## config.mk

```make
export PLATFORM = sky130hd
export DESIGN_NAME = menu_sel_ctl_flat
export DESIGN_NICKNAME = d
export VERILOG_FILES = /design/src/rtl/menu_sel_ctl_if.sv /design/src/rtl/menu_sel_ctl.sv /design/src/flat_wrapper.sv
export SDC_FILE = /design/constraint.sdc
export NUM_CORES = 1
export LEC_CHECK = 0
export BUFFER_PORTS_ARGS = -buffer_cell sky130_fd_sc_hd__buf_2
export CORE_UTILIZATION = 40
export CTS_CLUSTER_SIZE = 10
export DETAILED_ROUTE_END_ITERATION = 10
export PLACE_DENSITY_LB_ADDON = 0.3
export SKIP_CTS_REPAIR_TIMING = 1
export SLEW_MARGIN = 30
export SYNTH_ARGS = -nofsm -noshare
export SYNTH_HDL_FRONTEND = slang
export SYNTH_SLANG_ARGS = --single-unit
```

## constraint.sdc

```tcl
create_clock -name clk -period 3.3 [get_ports clk]
set_input_delay 0.165 -clock clk [delete_from_list [all_inputs] [get_ports clk]]
set_output_delay 0.165 -clock clk [all_outputs]
set_load 0.01 [all_outputs]
```

## src/rtl/menu_sel_ctl_if.sv

```systemverilog
// Video timing/pixel stream, mouse sampling and selection-event bundle for menu_sel_ctl.
// MENU_KBD_EN adds the key_up/key_down/key_enter pulse inputs.
interface menu_sel_ctl_if #(
  parameter int unsigned IDX_W = 2
);
  logic             menu_en;
  logic [10:0]      hcount_in;
  logic [10:0]      vcount_in;
  logic             hsync_in;
  logic             vsync_in;
  logic             hblnk_in;
  logic             vblnk_in;
  logic [11:0]      rgb_in;
  logic [11:0]      xpos;
  logic [11:0]      ypos;
  logic             mouse_left;
`ifdef MENU_KBD_EN
  logic             key_up;
  logic             key_down;
  logic             key_enter;
`endif
  logic [10:0]      hcount_out;
  logic [10:0]      vcount_out;
  logic             hsync_out;
  logic             vsync_out;
  logic             hblnk_out;
  logic             vblnk_out;
  logic [11:0]      rgb_out;
  logic             hover_valid;
  logic [IDX_W-1:0] hover_idx;
  logic             sel_valid;
  logic [IDX_W-1:0] sel_idx;

  modport slave (
    input  menu_en, hcount_in, vcount_in, hsync_in, vsync_in, hblnk_in, vblnk_in,
    input  rgb_in, xpos, ypos, mouse_left,
`ifdef MENU_KBD_EN
    input  key_up, key_down, key_enter,
`endif
    output hcount_out, vcount_out, hsync_out, vsync_out, hblnk_out, vblnk_out,
    output rgb_out, hover_valid, hover_idx, sel_valid, sel_idx
  );

  modport master (
    output menu_en, hcount_in, vcount_in, hsync_in, vsync_in, hblnk_in, vblnk_in,
    output rgb_in, xpos, ypos, mouse_left,
`ifdef MENU_KBD_EN
    output key_up, key_down, key_enter,
`endif
    input  hcount_out, vcount_out, hsync_out, vsync_out, hblnk_out, vblnk_out,
    input  rgb_out, hover_valid, hover_idx, sel_valid, sel_idx
  );
endinterface

```

## src/rtl/menu_sel_ctl.sv

```systemverilog
// Clickable N_ITEMS-button menu overlay with 2-clk video pipeline and press/release selection FSM.
// Optional keyboard cursor/enter control is enabled by defining MENU_KBD_EN.
module menu_sel_ctl #(
  parameter int unsigned N_ITEMS    = 3,
  parameter int unsigned ITEM_X     = 312,
  parameter int unsigned ITEM_Y0    = 200,
  parameter int unsigned ITEM_W     = 176,
  parameter int unsigned ITEM_H     = 48,
  parameter int unsigned ITEM_GAP   = 16,
  parameter logic [11:0] COL_ITEM   = 12'h444,
  parameter logic [11:0] COL_HOVER  = 12'h888,
  parameter logic [11:0] COL_SEL    = 12'h0F0,
  parameter logic [11:0] COL_BORDER = 12'hFFF
) (
  input logic          clk,
  input logic          rst,
  menu_sel_ctl_if.slave bus
);
  localparam int unsigned IDX_W = $clog2(N_ITEMS);
  localparam logic [11:0] X0  = 12'(ITEM_X);
  localparam logic [11:0] X1  = 12'(ITEM_X + ITEM_W);
  localparam logic [11:0] H12 = 12'(ITEM_H);

  typedef enum logic [1:0] {S_IDLE, S_ARMED, S_HOLD} state_t;

  function automatic logic [11:0] f_top(input int unsigned i);
    return 12'(ITEM_Y0 + i * (ITEM_H + ITEM_GAP));
  endfunction

  // Stage 1 video registers
  logic [10:0]      r_hc1, r_vc1;
  logic             r_hs1, r_vs1, r_hb1, r_vb1, r_en1;
  logic [11:0]      r_rgb1;
  logic             r_in1, r_bord1;
  logic [IDX_W-1:0] r_idx1;
  // Stage 2 video registers
  logic [10:0]      r_hc2, r_vc2;
  logic             r_hs2, r_vs2, r_hb2, r_vb2;
  logic [11:0]      r_rgb2;
  // Selection state
  state_t           r_state, w_state_nx;
  logic [IDX_W-1:0] r_arm_idx, w_arm_nx;
  logic [IDX_W-1:0] r_cursor, r_sel_idx, r_hov_idx;
  logic             r_sel_valid, r_hov_valid;

  logic [11:0]      w_px, w_py;
  logic             w_pix_in, w_pix_bord;
  logic [IDX_W-1:0] w_pix_idx;
  logic             w_ms_in;
  logic [IDX_W-1:0] w_ms_idx;
  logic             w_samp, w_msel, w_ksel;
  logic [11:0]      w_rgb;

  assign w_px   = {1'b0, bus.hcount_in};
  assign w_py   = {1'b0, bus.vcount_in};
  assign w_samp = bus.vblnk_in & ~r_vb1;

  always_comb begin
    w_pix_in   = 1'b0;
    w_pix_idx  = '0;
    w_pix_bord = 1'b0;
    for (int unsigned i = 0; i < N_ITEMS; i++) begin
      if (w_px >= X0 && w_px < X1 && w_py >= f_top(i) && w_py < f_top(i) + H12) begin
        w_pix_in   = 1'b1;
        w_pix_idx  = IDX_W'(i);
        w_pix_bord = (w_px < X0 + 12'd2) || (w_px >= X1 - 12'd2) ||
                     (w_py < f_top(i) + 12'd2) || (w_py >= f_top(i) + H12 - 12'd2);
      end
    end
  end

  always_comb begin
    w_ms_in  = 1'b0;
    w_ms_idx = '0;
    for (int unsigned i = 0; i < N_ITEMS; i++) begin
      if (bus.xpos >= X0 && bus.xpos < X1 && bus.ypos >= f_top(i) && bus.ypos < f_top(i) + H12) begin
        w_ms_in  = 1'b1;
        w_ms_idx = IDX_W'(i);
      end
    end
  end

  always_comb begin
    w_rgb = r_rgb1;
    if (r_en1) begin
      if (r_hb1 || r_vb1)                          w_rgb = '0;
      else if (r_in1) begin
        if (r_bord1)                               w_rgb = COL_BORDER;
        else if (r_idx1 == r_cursor)               w_rgb = COL_SEL;
        else if (r_hov_valid && r_hov_idx == r_idx1) w_rgb = COL_HOVER;
        else                                       w_rgb = COL_ITEM;
      end
    end
  end

  always_ff @(posedge clk or negedge rst) begin
    if (!rst) begin
      r_hc1 <= '0; r_vc1 <= '0; r_hs1 <= 1'b0; r_vs1 <= 1'b0; r_hb1 <= 1'b0; r_vb1 <= 1'b0;
      r_en1 <= 1'b0; r_rgb1 <= '0; r_in1 <= 1'b0; r_bord1 <= 1'b0; r_idx1 <= '0;
      r_hc2 <= '0; r_vc2 <= '0; r_hs2 <= 1'b0; r_vs2 <= 1'b0; r_hb2 <= 1'b0; r_vb2 <= 1'b0;
      r_rgb2 <= '0;
    end else begin
      r_hc1 <= bus.hcount_in; r_vc1 <= bus.vcount_in;
      r_hs1 <= bus.hsync_in;  r_vs1 <= bus.vsync_in;
      r_hb1 <= bus.hblnk_in;  r_vb1 <= bus.vblnk_in;
      r_en1 <= bus.menu_en;   r_rgb1 <= bus.rgb_in;
      r_in1 <= w_pix_in;      r_bord1 <= w_pix_bord; r_idx1 <= w_pix_idx;
      r_hc2 <= r_hc1; r_vc2 <= r_vc1; r_hs2 <= r_hs1; r_vs2 <= r_vs1;
      r_hb2 <= r_hb1; r_vb2 <= r_vb1; r_rgb2 <= w_rgb;
    end
  end

  // Mouse-driven FSM only advances on the vblank-rise clock, using that clock's mouse sample.
  always_comb begin
    w_state_nx = r_state;
    w_arm_nx   = r_arm_idx;
    w_msel     = 1'b0;
    if (!bus.menu_en) begin
      w_state_nx = S_IDLE;
    end else if (w_samp) begin
      case (r_state)
        S_IDLE: if (bus.mouse_left) begin
          if (w_ms_in) begin
            w_state_nx = S_ARMED;
            w_arm_nx   = w_ms_idx;
          end else begin
            w_state_nx = S_HOLD;
          end
        end
        S_ARMED: if (!bus.mouse_left) begin
          w_state_nx = S_IDLE;
          w_msel     = w_ms_in && (w_ms_idx == r_arm_idx);
        end
        S_HOLD: if (!bus.mouse_left) w_state_nx = S_IDLE;
        default: w_state_nx = S_IDLE;
      endcase
    end
  end

  always_ff @(posedge clk or negedge rst) begin
    if (!rst) begin
      r_state   <= S_IDLE;
      r_arm_idx <= '0;
    end else begin
      r_state   <= w_state_nx;
      r_arm_idx <= w_arm_nx;
    end
  end

`ifdef MENU_KBD_EN
  assign w_ksel = bus.menu_en & bus.key_enter & ~w_msel;
`else
  assign w_ksel = 1'b0;
`endif

  always_ff @(posedge clk or negedge rst) begin
    if (!rst) begin
      r_sel_valid <= 1'b0;
      r_sel_idx   <= '0;
      r_cursor    <= '0;
      r_hov_valid <= 1'b0;
      r_hov_idx   <= '0;
    end else begin
      r_sel_valid <= w_msel | w_ksel;
      if (w_samp) begin
        r_hov_valid <= w_ms_in;
        r_hov_idx   <= w_ms_idx;
      end
      if (w_msel) begin
        r_sel_idx <= r_arm_idx;
        r_cursor  <= r_arm_idx;
      end else begin
        if (w_ksel) r_sel_idx <= r_cursor;
`ifdef MENU_KBD_EN
        if (bus.menu_en && (bus.key_up ^ bus.key_down)) begin
          if (bus.key_up)
            r_cursor <= (r_cursor == '0) ? IDX_W'(N_ITEMS - 1) : r_cursor - 1'b1;
          else
            r_cursor <= (r_cursor == IDX_W'(N_ITEMS - 1)) ? '0 : r_cursor + 1'b1;
        end
`endif
      end
    end
  end

  assign bus.hcount_out  = r_hc2;
  assign bus.vcount_out  = r_vc2;
  assign bus.hsync_out   = r_hs2;
  assign bus.vsync_out   = r_vs2;
  assign bus.hblnk_out   = r_hb2;
  assign bus.vblnk_out   = r_vb2;
  assign bus.rgb_out     = r_rgb2;
  assign bus.hover_valid = r_hov_valid;
  assign bus.hover_idx   = r_hov_idx;
  assign bus.sel_valid   = r_sel_valid;
  assign bus.sel_idx     = r_sel_idx;
endmodule
```

## src/flat_wrapper.sv

```systemverilog
// flat-port wrapper written by rule: the top's interface ports become plain ports
module menu_sel_ctl_flat 
#(
  parameter int unsigned N_ITEMS    = 3,
  parameter int unsigned ITEM_X     = 312,
  parameter int unsigned ITEM_Y0    = 200,
  parameter int unsigned ITEM_W     = 176,
  parameter int unsigned ITEM_H     = 48,
  parameter int unsigned ITEM_GAP   = 16,
  parameter logic [11:0] COL_ITEM   = 12'h444,
  parameter logic [11:0] COL_HOVER  = 12'h888,
  parameter logic [11:0] COL_SEL    = 12'h0F0,
  parameter logic [11:0] COL_BORDER = 12'hFFF
)
  (clk, rst, bus_menu_en, bus_hcount_in, bus_vcount_in, bus_hsync_in, bus_vsync_in, bus_hblnk_in, bus_vblnk_in, bus_rgb_in, bus_xpos, bus_ypos, bus_mouse_left, bus_hcount_out, bus_vcount_out, bus_hsync_out, bus_vsync_out, bus_hblnk_out, bus_vblnk_out, bus_rgb_out, bus_hover_valid, bus_hover_idx, bus_sel_valid, bus_sel_idx);
  menu_sel_ctl_if bus_i ();
  input logic clk;
  input logic rst;
  input wire logic [$bits(bus_i.menu_en)-1:0] bus_menu_en;
  input wire logic [$bits(bus_i.hcount_in)-1:0] bus_hcount_in;
  input wire logic [$bits(bus_i.vcount_in)-1:0] bus_vcount_in;
  input wire logic [$bits(bus_i.hsync_in)-1:0] bus_hsync_in;
  input wire logic [$bits(bus_i.vsync_in)-1:0] bus_vsync_in;
  input wire logic [$bits(bus_i.hblnk_in)-1:0] bus_hblnk_in;
  input wire logic [$bits(bus_i.vblnk_in)-1:0] bus_vblnk_in;
  input wire logic [$bits(bus_i.rgb_in)-1:0] bus_rgb_in;
  input wire logic [$bits(bus_i.xpos)-1:0] bus_xpos;
  input wire logic [$bits(bus_i.ypos)-1:0] bus_ypos;
  input wire logic [$bits(bus_i.mouse_left)-1:0] bus_mouse_left;
  output wire logic [$bits(bus_i.hcount_out)-1:0] bus_hcount_out;
  output wire logic [$bits(bus_i.vcount_out)-1:0] bus_vcount_out;
  output wire logic [$bits(bus_i.hsync_out)-1:0] bus_hsync_out;
  output wire logic [$bits(bus_i.vsync_out)-1:0] bus_vsync_out;
  output wire logic [$bits(bus_i.hblnk_out)-1:0] bus_hblnk_out;
  output wire logic [$bits(bus_i.vblnk_out)-1:0] bus_vblnk_out;
  output wire logic [$bits(bus_i.rgb_out)-1:0] bus_rgb_out;
  output wire logic [$bits(bus_i.hover_valid)-1:0] bus_hover_valid;
  output wire logic [$bits(bus_i.hover_idx)-1:0] bus_hover_idx;
  output wire logic [$bits(bus_i.sel_valid)-1:0] bus_sel_valid;
  output wire logic [$bits(bus_i.sel_idx)-1:0] bus_sel_idx;
  assign bus_i.menu_en = bus_menu_en;
  assign bus_i.hcount_in = bus_hcount_in;
  assign bus_i.vcount_in = bus_vcount_in;
  assign bus_i.hsync_in = bus_hsync_in;
  assign bus_i.vsync_in = bus_vsync_in;
  assign bus_i.hblnk_in = bus_hblnk_in;
  assign bus_i.vblnk_in = bus_vblnk_in;
  assign bus_i.rgb_in = bus_rgb_in;
  assign bus_i.xpos = bus_xpos;
  assign bus_i.ypos = bus_ypos;
  assign bus_i.mouse_left = bus_mouse_left;
  assign bus_hcount_out = bus_i.hcount_out;
  assign bus_vcount_out = bus_i.vcount_out;
  assign bus_hsync_out = bus_i.hsync_out;
  assign bus_vsync_out = bus_i.vsync_out;
  assign bus_hblnk_out = bus_i.hblnk_out;
  assign bus_vblnk_out = bus_i.vblnk_out;
  assign bus_rgb_out = bus_i.rgb_out;
  assign bus_hover_valid = bus_i.hover_valid;
  assign bus_hover_idx = bus_i.hover_idx;
  assign bus_sel_valid = bus_i.sel_valid;
  assign bus_sel_idx = bus_i.sel_idx;
  menu_sel_ctl #(.N_ITEMS(N_ITEMS), .ITEM_X(ITEM_X), .ITEM_Y0(ITEM_Y0), .ITEM_W(ITEM_W), .ITEM_H(ITEM_H), .ITEM_GAP(ITEM_GAP), .COL_ITEM(COL_ITEM), .COL_HOVER(COL_HOVER), .COL_SEL(COL_SEL), .COL_BORDER(COL_BORDER)) u_core (.clk(clk), .rst(rst), .bus(bus_i));
endmodule
```

Word-level counts from Yosys, hierarchy flattened
Cells that the tools add are included.

word-level totals
  flip-flop bits (word level) = 91
  input bits = 66
  output and inout bits = 44
  logic and storage cells = 115

operators by class
  $lt $le $gt $ge = 24
  equality and inequality tests = 8
  mux-type cells = 29
  bitwise logic cells = 2
  reduce and logical (&&, ||, !) cells = 28

operators by type and width
  kind                 count
  $mux 12              6
  $ge 11x9->1 const B  6
  $lt 11x9->1 const B  6
  $ge 12x9->1 const B  3
  $lt 12x9->1 const B  3
  $ge 11x8->1 const B  2
  $lt 11x8->1 const B  2
  $logic_and 1x1->1    16
  $mux 1               15
  $mux 2               7
  $ge 12x8->1 const B  1
  $lt 12x8->1 const B  1
  $logic_or 1x1->1     8
  $eq 2x2->1           3
  $ne 3x3->1 const B   2
  $reduce_and 5->1     1
  $pmux 2 s2           1
  $reduce_and 3->1     1
  $eq 2x1->1 const B   1
  $eq 2x2->1 const B   1
  $logic_not 2->1      1
  $ne 2x1->1 const B   1
  $reduce_or 2->1      1
  $and 1x1->1          1
  $not 1->1            1

Logic depth before layout (Yosys ltp)
Gate-level depths: netlist of the first run.

  depth after elaboration = 12
  depth in mapped cells = 6
  depth with buffers taken out = 6

Worst setup path after synthesis of the first run
Ideal clock, no wire load.

  kind = reg2reg
  start = register u_core.r_vb1
  end = register u_core.r_arm_idx[0]
  setup time = 125 ps
  arrival = 1804 ps
  data required time = 3175 ps
  setup slack = 1371 ps
  stages on the path, launching flop included = 7
  path buffers = 2
  clock period less this slack = 1929 ps
  cell sequence = dfrtp_1 > nand2b_1 > clkbuf_1 > or4b_1 > buf_2 > nor2_1 > mux2_2

on the way
  longest elaborated chain between the ends = 3

ends and longest elaborated chain
  item                        RTL line             RTL
  start: declaration          menu_sel_ctl.sv:32   logic r_hs1, r_vs1, r_hb1, r_vb1, r_en1;
  start signal: assignment    menu_sel_ctl.sv:105  r_hb1 <= bus.hblnk_in; r_vb1 <= bus.vblnk_in;
  $not 1->1                   menu_sel_ctl.sv:56   assign w_samp = bus.vblnk_in & ~r_vb1;
  $and 1x1->1                 menu_sel_ctl.sv:56
  $reduce_and 5->1 (no line)  -
  end signal: assignment      menu_sel_ctl.sv:146  r_arm_idx <= w_arm_nx;
  end: declaration            menu_sel_ctl.sv:42   logic [IDX_W-1:0] r_arm_idx, w_arm_nx;

Every way passes these cells.
A chain may end at the register's enable or synchronous reset.

Worst setup path in the final report of the first run
Same ends and word-level chain as after synthesis.

==> results of run 1 <==
layer usage:
| metal | part of all wire [%] | track usage (%) | vias to the layer above |
|---|---|---|---|
| met3 | 4.1 | 4.907 | 10 |
| met5 | 0 | 0 | - |
| met2 | 52 | 25.00 | 51 |
| met1 | 43 | 19.29 | 1064 |
| li1 | - | - | 1088 |
| met4 | 1.7 | 6.148 | 0 |
critical path, stage by stage (launching register included):
cell and delay [ns]:
dfrtp_1 0.41, nand2b_1 0.29, or4b_1 0.73, nor2_1 0.21, mux2_2 0.35
registers in the layout, summed over array words and instances (netlist names), 2 cells and up:
signal,count
u_core.r_arm_idx,2
u_core.bus.vcount_out,11
u_core.bus.rgb_out,12
u_core.r_state,2
u_core.r_rgb1,12
u_core.r_vc1,11
u_core.r_idx1,2
u_core.r_cursor,2
u_core.bus.hover_idx,2
u_core.bus.hcount_out,11
u_core.r_hc1,11
per-stage QoR:
stage	utilization [%]	std cells	total power, W	setup WS, ns	hold slack [ns]
4_1_cts	53.58	441	0.002130	1.207	-0.1046
2_1_floorplan	-	225	0.001251	1.371	-0.1306
6_report	59.09	481	0.002149	1.202	0.1765
3_3_place_gp	50.73	425	0.001350	1.221	0.2741
5_1_grt	59.09	481	0.002243	1.079	0.1911
3_5_place_dp	50.73	425	0.001356	1.209	0.2743
worst max path at each step:
stage	startpoint	slack [ns]	end	depth (start not counted)
2_1_floorplan	u_core.r_vb1	1.37	u_core.r_arm_idx[0]	6
3_3_place_gp	bus_ypos[10]	1.22	u_core.r_arm_idx[1]	6
3_5_place_dp	bus_ypos[10]	1.21	u_core.r_arm_idx[0]	6
4_1_cts	u_core.r_vb1	1.21	u_core.r_arm_idx[0]	4
5_1_grt	u_core.r_vb1	1.08	u_core.r_arm_idx[0]	4
6_report	u_core.r_vb1	1.20	u_core.r_arm_idx[0]	4
cell type report:
cell class,count,area share (%)
Tap cell,99,2.860
Inverter,5,0.4333
Clock buffer,11,3.264
Sequential cell,91,52.57
Timing Repair Buffer,144,21.46
Clock inverter,5,1.560
Multi-Input combinational cell,126,17.85
cells in the mapped netlist (all sizes together) (2+ instances only):
| cell type | instances | share of area, % |
|---|---|---|
| a21oi | 10 | 1.6 |
| and2 | 2 | 0.41 |
| and3 | 2 | 0.41 |
| and3b | 2 | 0.57 |
| clkbuf | 2 | 0.24 |
| dfrtp | 91 | 74 |
| ha | 2 | 0.81 |
| inv | 5 | 0.61 |
| mux2 | 3 | 1.1 |
| nand2 | 22 | 2.7 |
| nand2b | 5 | 1.0 |
| nand3 | 9 | 1.5 |
| nand3b | 2 | 0.49 |
| nand4 | 2 | 0.41 |
| nor2 | 12 | 1.5 |
| nor3 | 6 | 1.3 |
| o211ai | 2 | 0.49 |
| o21a | 8 | 1.9 |
| o21ai | 10 | 1.6 |
| o31ai | 3 | 0.73 |
| or3 | 2 | 0.41 |
| xnor2 | 5 | 1.4 |
power by group through the flow:
| stage | Sequential (W) | Clock (W) | Combinational (W) |
|---|---|---|---|
| 6_report | 0.00118 | 0.000779 | 0.000192 |
| 5_1_grt | 0.00118 | 0.000847 | 0.000214 |
| 2_1_floorplan | 0.00121 | 0 | 0.0000373 |
| 4_1_cts | 0.00118 | 0.000795 | 0.000157 |
| 3_5_place_dp | 0.00120 | 0 | 0.000156 |
| 3_3_place_gp | 0.00120 | 0 | 0.000152 |
kinds of logic (layout without fill, tap and decap cells):
family,count (synthesis),after routing
mux,3,3
xor+xnor,5,5
simple gates,72,72
fa+ha+maj,2,2
flops,91,91
compound gates,44,44
buf+inv,8,165
==> results.sh, run 1 <==
export IMPL_synthCells=225
export IMPL_hold_path_startpoint="bus_ypos[11]"
export IMPL_setup_tns_ns=0
export IMPL_leakage_nw=2.094
export IMPL_grt_pass1_vias=2053
export IMPL_synthAdderAreaFrac_pct=0.8120
export IMPL_start_util_pct=42.04
export IMPL_gp_congestion=0.8347
export IMPL_ant_nets=0
export IMPL_rrSetupSlack_ns=1.20
export IMPL_synth_edf_count=0
export IMPL_ys_types=41
export IMPL_cts_buffer_depth=2
export IMPL_status="finished, final reports clean"
export IMPL_hold_class="primary input to flop"
export IMPL_post_route_min_period_ns=2.098
export IMPL_detail_route_wl_per_cell_microns=13.17
export IMPL_io_pins=110
export IMPL_crit_type="flop to flop"
export IMPL_antenna_found_initial=0
export IMPL_clk_pin_slew_ns=0.08
export IMPL_start_kind="flop"
export IMPL_grt_pass1_wl_mm=9.597
export IMPL_gr_usage_all_layers_pct=15.43
export IMPL_syn_area_sq_um=3082
export IMPL_r2r_end="u_core.r_arm_idx[0]"
export IMPL_r2r_cells=4
export IMPL_grt_remaining_overflow=0
export IMPL_fillCellCount=608
export IMPL_coreArea_sq_um=7331
export IMPL_rr_startpoint="u_core.r_vb1"
export IMPL_setup_violations=0
export IMPL_rsz0062_at_grt="no"
export IMPL_cts_buffers=9
export IMPL_max_freq_mhz=476.6
export IMPL_relSlewSlack_pct=55.98
export IMPL_synth_seq_cells=91
export IMPL_p_seq_share_pct=54.8
export IMPL_root_buffer="clkbuf_8"
export IMPL_layout_common_cells="buf_2, dfrtp_1, dlygate4sd3_1, nand2_1, nor2_1"
export IMPL_worstSkewPairLatency_ns=0.35
export IMPL_antenna_cells=0
export IMPL_cts_htree_levels=3
export IMPL_dr_total_vias=2213
export IMPL_synthArstFlopShare_pct=100.0
export IMPL_worst_ep_arrival_time_ns=2.34
export IMPL_fin_nets=445
export IMPL_dr_first_iter_drc_count=94
export IMPL_cts_sinks=91
export IMPL_drive_above_1_share_pct=32.46
export IMPL_yosys_area_share_simple_pct=12.18
export IMPL_die_area_sq_um=8060
export IMPL_synthFlopType="dfrtp_1"
export IMPL_wirelength_mm=6.333
export IMPL_slew_viol_final=0
export IMPL_multiInputGateArea_sq_um=773.2
export IMPL_swShare_pct=23.56
export IMPL_yosysSeqAreaShare_pct=73.89
export IMPL_min_to="u_core.bus.hover_idx[1]"
export IMPL_min_path_cells=4
export IMPL_place_area_sq_um=3719
export IMPL_hpwl_mm=4.276
export IMPL_required_ns=3.54
export IMPL_hold_viol=0
export IMPL_power_share_combinational_pct=8.9
export IMPL_drv_cap=0
export IMPL_tightest_slew_ns=0.6603
export IMPL_cts_tree="yes"
export IMPL_synth_xor_area_share_pct=1.421
export IMPL_internal_power_w=0.001643
export IMPL_syn_area_per_cell_sq_um=13.70
export IMPL_final_design_area_no_fill_sq_um=4332
export IMPL_area_growth_synth_to_final_pct=40.56
export IMPL_rows=31
export IMPL_syn_nets=293
export IMPL_synth_top_family_by_area="simple AND/OR/NAND/NOR gates"
export IMPL_fp_dieW_microns=89.78
export IMPL_vias_per_cell=4.601
export IMPL_finalClockSkew_ns=0.009068
export IMPL_muxShareOfSynthArea_pct=1.096
export IMPL_regArea_sq_um=2277
export IMPL_p_clk_share_pct=36.3
export IMPL_first_pass_iters=4
export IMPL_portBuffers=103
export IMPL_ir_drop_v=0.0002510
export IMPL_drc=0
export IMPL_powerDensity_nw_per_um2=496.1
export IMPL_critPathCaptureType="flop"
export IMPL_die_h_microns=89.78
export IMPL_layout_commonest_cell="buf_2"
export IMPL_synth_compound_area_share_pct=9.582
export IMPL_grt_max_degree=78
export IMPL_crit_path_max_fanout=8
export IMPL_yosysWarnings=0
export IMPL_p_sw_w=0.0005062
export IMPL_fin_crit_sh_pct=63.58
(Power assumes the default switching activity.)
==> inputs of run 2 (changes only) <==
--- a/config.mk
+++ b/config.mk
@@ -5,6 +5,7 @@
 export SDC_FILE = /design/constraint.sdc
 export NUM_CORES = 1
 export LEC_CHECK = 0
+export ABC_AREA = 1
 export BUFFER_PORTS_ARGS = -buffer_cell sky130_fd_sc_hd__buf_2
 export CORE_UTILIZATION = 40
 export CTS_CLUSTER_SIZE = 10
==> constraint.sdc (replaced) <==
create_clock -name clk -period 1.82 [get_ports clk]
set_input_delay 0.091 -clock clk [delete_from_list [all_inputs] [get_ports clk]]
set_output_delay 0.091 -clock clk [all_outputs]
set_load 0.01 [all_outputs]
==> run 2 against run 1 <==
Clock power increased by 75%. Synthesized area increased by 7.4%. Global-route usage decreased by 0.33 points. Worst hold slack got worse by 0.093 ns. Final cell count increased by 18%. Register-to-register slack got worse by 0.69 ns. Combinational power increased by 97%. Final area increased by 5.9%. Sequential share of layout area decreased by 2.9 points. Largest power group unchanged.
==> results.sh, run 2 <==
export IMPL_status="finished, final reports clean"
export IMPL_synthArstFlopShare_pct=100.0
export IMPL_synthFlopType="dfrtp_1"
export IMPL_vias_per_cell=4.427
export IMPL_clk_pin_slew_ns=0.09
export IMPL_synthMostInstantiatedCell="dfrtp_1"
export IMPL_yosysSeqAreaShare_pct=68.78
export IMPL_hpwl_mm=4.708
export IMPL_syn_area_per_cell_sq_um=10.89
export IMPL_wirelength_mm=6.428
export IMPL_layout_common_cells="buf_2, dfrtp_1, nand2_1, inv_1, dlygate4sd3_1"
export IMPL_crit_type="primary input to flop"
export IMPL_coreArea_sq_um=7848
export IMPL_start_util_pct=42.19
export IMPL_drc=0
export IMPL_worstSkewPairLatency_ns=0.34
export IMPL_ys_types=30
export IMPL_fp_dieW_microns=92.98
export IMPL_root_buffer="clkbuf_8"
export IMPL_rows=32
export IMPL_dr_first_iter_drc_count=95
export IMPL_drive_above_1_share_pct=29.46
export IMPL_dr_total_vias=2510
export IMPL_min_path_cells=4
export IMPL_cts_buffers=9
export IMPL_antenna_found_initial=0
export IMPL_rrSetupSlack_ns=0.51
export IMPL_area_growth_synth_to_final_pct=38.55
export IMPL_antenna_cells=0
export IMPL_syn_area_sq_um=3311
export IMPL_r2r_cells=9
export IMPL_synth_commonest_cells="dfrtp_1, nand2_1, inv_1"
export IMPL_synth_top_cell_area_share_pct=68.78
export IMPL_tightest_slew_ns=0.4969
export IMPL_post_route_min_period_ns=1.479
export IMPL_hold_path_startpoint="bus_mouse_left"
export IMPL_start_kind="primary input"
export IMPL_layout_commonest_cell="buf_2"
export IMPL_holdWs_ns=0.08327
export IMPL_hold_viol=0
export IMPL_grt_pass1_wl_mm=10.02
export IMPL_io_pins=110
export IMPL_cts_buffer_depth=2
export IMPL_cts_sinks=91
export IMPL_hold_class="primary input to flop"
export IMPL_die_area_sq_um=8644
export IMPL_min_to="u_core.r_state[1]"
export IMPL_yosysWarnings=0
export IMPL_fin_crit_sh_pct=81.26
export IMPL_relSlewSlack_pct=66.87
export IMPL_synth_seq_cells=91
export IMPL_setup_violations=0
export IMPL_detail_route_wl_per_cell_microns=11.34
export IMPL_rsz0062_at_grt="no"
export IMPL_slew_viol_final=0
export IMPL_die_h_microns=92.98
export IMPL_setup_tns_ns=0
export IMPL_syn_nets=372
export IMPL_crit_path_max_fanout=4
export IMPL_max_freq_mhz=676.2
export IMPL_cts_htree_levels=3
export IMPL_portBuffers=103
export IMPL_r2r_end="u_core.r_cursor[1]"
export IMPL_worst_ep_arrival_time_ns=1.76
export IMPL_gr_usage_all_layers_pct=15.10
export IMPL_critPathCaptureType="flop"
export IMPL_yosysTopAreaCell="dfrtp_1"
export IMPL_grt_pass1_vias=2248
export IMPL_grt_max_degree=44
export IMPL_required_ns=2.10
export IMPL_grt_remaining_overflow=0
export IMPL_drv_cap=0
export IMPL_synthTopCellsByArea="dfrtp_1, nand2_1, inv_1"
export IMPL_powerDensity_nw_per_um2=847.0
export IMPL_rr_startpoint="u_core.r_state[1]"
export IMPL_fin_nets=528
export IMPL_cts_tree="yes"
export IMPL_synthCells=304
export IMPL_first_pass_iters=4
export IMPL_gp_congestion=0.8124
export IMPL_synth_edf_count=0
export IMPL_leakage_nw=2.334
export IMPL_ant_nets=0
export IMPL_finalClockSkew_ns=0.009657
export IMPL_ir_drop_v=0.0003929
run 2: worst max path at each step:
stage	slack, ns	cells after the start	from	endpoint
global route	0.25	8	bus_hcount_in[9]	u_core.r_bord1
floorplan	0.49	5	u_core.r_vb1	u_core.r_state[1]
global placement	0.47	13	bus_ypos[9]	u_core.r_cursor[1]
finish	0.34	8	bus_hcount_in[9]	u_core.r_bord1
CTS	0.49	9	u_core.r_state[1]	u_core.r_cursor[1]
detailed placement	0.40	11	bus_ypos[6]	u_core.r_cursor[1]
run 2: area by class of cell:
type | instances | area [sq um]
Clock inverter | 6 | 71.32
Timing Repair Buffer | 146 | 953.4
Sequential cell | 91 | 2277
Multi-Input combinational cell | 171 | 875.8
Fill cell | 690 | 3261
Clock buffer | 10 | 127.6
Tap cell | 102 | 127.6
Inverter | 41 | 153.9
run 2: kinds of logic after synthesis:
logic type               Yosys count  synth area share [%]
AO/OA/AOI/OAI                     41                 7.030
buffers and inverters             42                 4.762
adder cells (fa/ha/maj)            2                0.7557
AND/OR/NAND/NOR                  123                 17.35
XOR/XNOR                           5                 1.323
flip-flops                        91                 68.78
run 2: report_power, final:
part           internal [W]  switching (W)  total, W
clock network      0.000653       0.000710   0.00136
logic              0.000181       0.000199  0.000379
registers           0.00211      0.0000286   0.00214
run 2: critical path: stages:
cell	delay [ns]
dlygate4sd3_1	0.54
buf_2	0.13
or2_1	0.26
nor4_1	0.25
o21ai_1	0.16
nor2_1	0.16
o31ai_1	0.09
nand2_1	0.08
run 2: metrics by stage:
step / setup slack (ns) / utilization, % / total power [W] / std cells / instance area (sq um)
floorplan: 0.4937 / - / 0.002301 / 304 / 3311
global placement: 0.4685 / 50.81 / 0.002491 / 511 / 3988
detailed placement: 0.4020 / 50.81 / 0.002501 / 511 / 3988
CTS: 0.4916 / 53.35 / 0.003864 / 527 / 4187
global route: 0.2508 / 58.45 / 0.004076 / 567 / 4587
finish: 0.3411 / 58.45 / 0.003885 / 567 / 4587
run 2: metal layers:
metal | track usage (%) | part of all wire (%) | up-vias
met5 | 0 | 0 | -
met4 | 6.667 | 1.4 | 0
met3 | 3.415 | 4.6 | 9
met2 | 24.02 | 49 | 70
met1 | 19.86 | 45 | 1147
li1 | - | - | 1284
==> inputs of run 3 (changes only) <==
--- a/config.mk
+++ b/config.mk
@@ -5,7 +5,7 @@
 export SDC_FILE = /design/constraint.sdc
 export NUM_CORES = 1
 export LEC_CHECK = 0
-export ABC_AREA = 1
+export ABC_AREA = 0
 export BUFFER_PORTS_ARGS = -buffer_cell sky130_fd_sc_hd__buf_2
 export CORE_UTILIZATION = 40
 export CTS_CLUSTER_SIZE = 10
==> constraint.sdc (replaced) <==
create_clock -name clk -period 1.3 [get_ports clk]
set_input_delay 0.065 -clock clk [delete_from_list [all_inputs] [get_ports clk]]
set_output_delay 0.065 -clock clk [all_outputs]
set_load 0.01 [all_outputs]
==> run 3 against run 2 <==
The run now ends with negative setup slack left. Flip-flop and latch count did not move. Global-route usage increased by 1.0 points. Sequential power up 40%. Worst hold slack got worse by 0.025 ns. Count of clock-buffer cells in the layout did not move. Setup slack worse by 0.72 ns.
==> results.sh, run 3 (synthesis results as in run 1) <==
export IMPL_status="finished with violations"
export IMPL_violations="negative setup slack"
export IMPL_coreArea_sq_um=7331
export IMPL_critPathCaptureType="flop"
export IMPL_crit_path_max_fanout=5
export IMPL_worst_ep_arrival_time_ns=1.97
export IMPL_p_sw_w=0.001295
export IMPL_portBuffers=103
export IMPL_dr_first_iter_drc_count=55
export IMPL_wirelength_mm=6.734
export IMPL_rrSetupSlack_ns=-0.38
export IMPL_leakage_nw=2.263
export IMPL_grt_pass1_vias=2229
export IMPL_hpwl_mm=4.570
export IMPL_required_ns=1.59
export IMPL_hold_class="primary input to flop"
export IMPL_ir_drop_v=0.0006410
export IMPL_ant_nets=0
export IMPL_antenna_cells=0
export IMPL_detail_route_wl_per_cell_microns=13.23
export IMPL_finalClockSkew_ns=0.009217
export IMPL_drv_cap=0
export IMPL_grt_pass1_wl_mm=10.05
export IMPL_p_seq_share_pct=52.5
export IMPL_drive_above_1_share_pct=42.44
export IMPL_clk_pin_slew_ns=0.09
export IMPL_vias_per_cell=4.621
export IMPL_hold_path_startpoint="bus_vcount_in[7]"
export IMPL_fin_nets=473
export IMPL_fin_util_pct=63.97
export IMPL_cp_startpoint="u_core.r_vb1"
export IMPL_start_util_pct=42.04
export IMPL_die_area_sq_um=8060
export IMPL_slew_viol_final=0
export IMPL_setup_violations=7
export IMPL_relSlewSlack_pct=69.40
export IMPL_cts_sinks=91
export IMPL_antenna_found_initial=0
export IMPL_dr_total_vias=2352
export IMPL_worstSkewPairLatency_ns=0.35
export IMPL_gp_congestion=0.8030
export IMPL_power_share_combinational_pct=9.8
export IMPL_cts_buffers=9
export IMPL_root_buffer="clkbuf_8"
export IMPL_holdWs_ns=0.05803
export IMPL_tightest_slew_ns=0.4590
export IMPL_rows=31
export IMPL_swShare_pct=22.72
export IMPL_drc=0
export IMPL_fin_crit_sh_pct=129.4
export IMPL_crit_type="flop to flop"
export IMPL_pre_cts_ws_ns=-0.5683
export IMPL_grt_max_degree=37
export IMPL_rsz0062_at_grt="yes"
export IMPL_start_kind="flop"
export IMPL_cts_tree="yes"
export IMPL_gr_usage_all_layers_pct=16.13
export IMPL_internal_power_w=0.004404
export IMPL_p_clk_share_pct=37.7
export IMPL_cts_htree_levels=3
export IMPL_layout_setup_ws_ns=-0.3827
export IMPL_area_growth_synth_to_final_pct=52.17
export IMPL_first_pass_iters=4
export IMPL_layout_common_cells="buf_2, dfrtp_1, dlygate4sd3_1, buf_4, nand2_1"
export IMPL_die_h_microns=89.78
export IMPL_rr_startpoint="u_core.r_vb1"
export IMPL_critPathMaxStageDelay_ns=0.57
export IMPL_max_freq_mhz=594.3
export IMPL_hold_viol=0
export IMPL_cts_buffer_depth=2
export IMPL_powerDensity_nw_per_um2=1215
export IMPL_fp_dieW_microns=89.78
export IMPL_worst_path_max_delay_cell="or4b_4"
export IMPL_layout_commonest_cell="buf_2"
export IMPL_post_route_min_period_ns=1.683
export IMPL_io_pins=110
export IMPL_grt_remaining_overflow=0
export IMPL_setup_tns_ns=-1.913
export IMPL_crit_chain="nand2b_4, or4b_4, buf_4, nor3_1, o22a_1"
-- run 3: cell count changes in the layout (fill, tap and decap cells not counted), moves of 4 or more --
cell and change:
nand2_1 -26, buf_4 +26, nand2b_1 +4, nor3_1 +5
inv_1 -37, o21ai_0 -10, nor2_1 -23, o21a_1 +8
nand3_1 -10, a21oi_1 -7
-- run 3: per-stage QoR --
stage	std cells	power, W	instance area [sq um]
finish	509	0.005699	4690
global route	509	0.005940	4690
CTS	469	0.005635	4183
detailed placement	453	0.003495	3949
global placement	453	0.003479	3949
floorplan	225	0.003177	3097
-- run 3: critical path: cells and delay by family (launching register included) --
family                 cells  cell delay (ns)
AOI/OAI and AO/OA          1             0.15
DFF                        1             0.40
and+or+nand+nor            3             0.90
buffers and inverters      1             0.18
-- run 3: final cells by class --
cell class                      instances  area, sq um
Fill cell                             581         2641
Multi-Input combinational cell        126        885.9
Tap cell                               99        123.9
Clock buffer                           10        137.6
Inverter                                5        18.77
Sequential cell                        91         2278
Timing Repair Buffer                  172         1149
Clock inverter                          6        96.34
-- run 3: per-layer routing --
| metal | share of wire (%) | up-vias | global-route usage, % |
|---|---|---|---|
| met5 | 0 | - | 0 |
| met4 | 1.7 | 0 | 6.694 |
| met3 | 3.8 | 12 | 5.161 |
| met2 | 54 | 61 | 26.67 |
| met1 | 41 | 1134 | 19.53 |
| li1 | - | 1145 | - |
-- run 3: power by group through the flow --
stage	combinational (W)	clock (W)	sequential, W
2_1_floorplan	0.0000963	0	0.00308
3_3_place_gp	0.000439	0	0.00304
3_5_place_dp	0.000450	0	0.00305
4_1_cts	0.000453	0.00219	0.00299
5_1_grt	0.000614	0.00232	0.00300
6_report	0.000557	0.00215	0.00299
-- run 3: final timing paths --
kind / end / cells after the start
setup / recovery: u_core.r_cursor[1] / 5
hold / removal: u_core.r_in1 / 3
setup reg to reg: u_core.r_cursor[1] / 5
hold reg to reg: u_core.bus.hcount_out[6] / 0
max in group asynchronous: u_core.r_rgb1[5] / 3
min in group asynchronous: u_core.bus.hcount_out[4] / 2
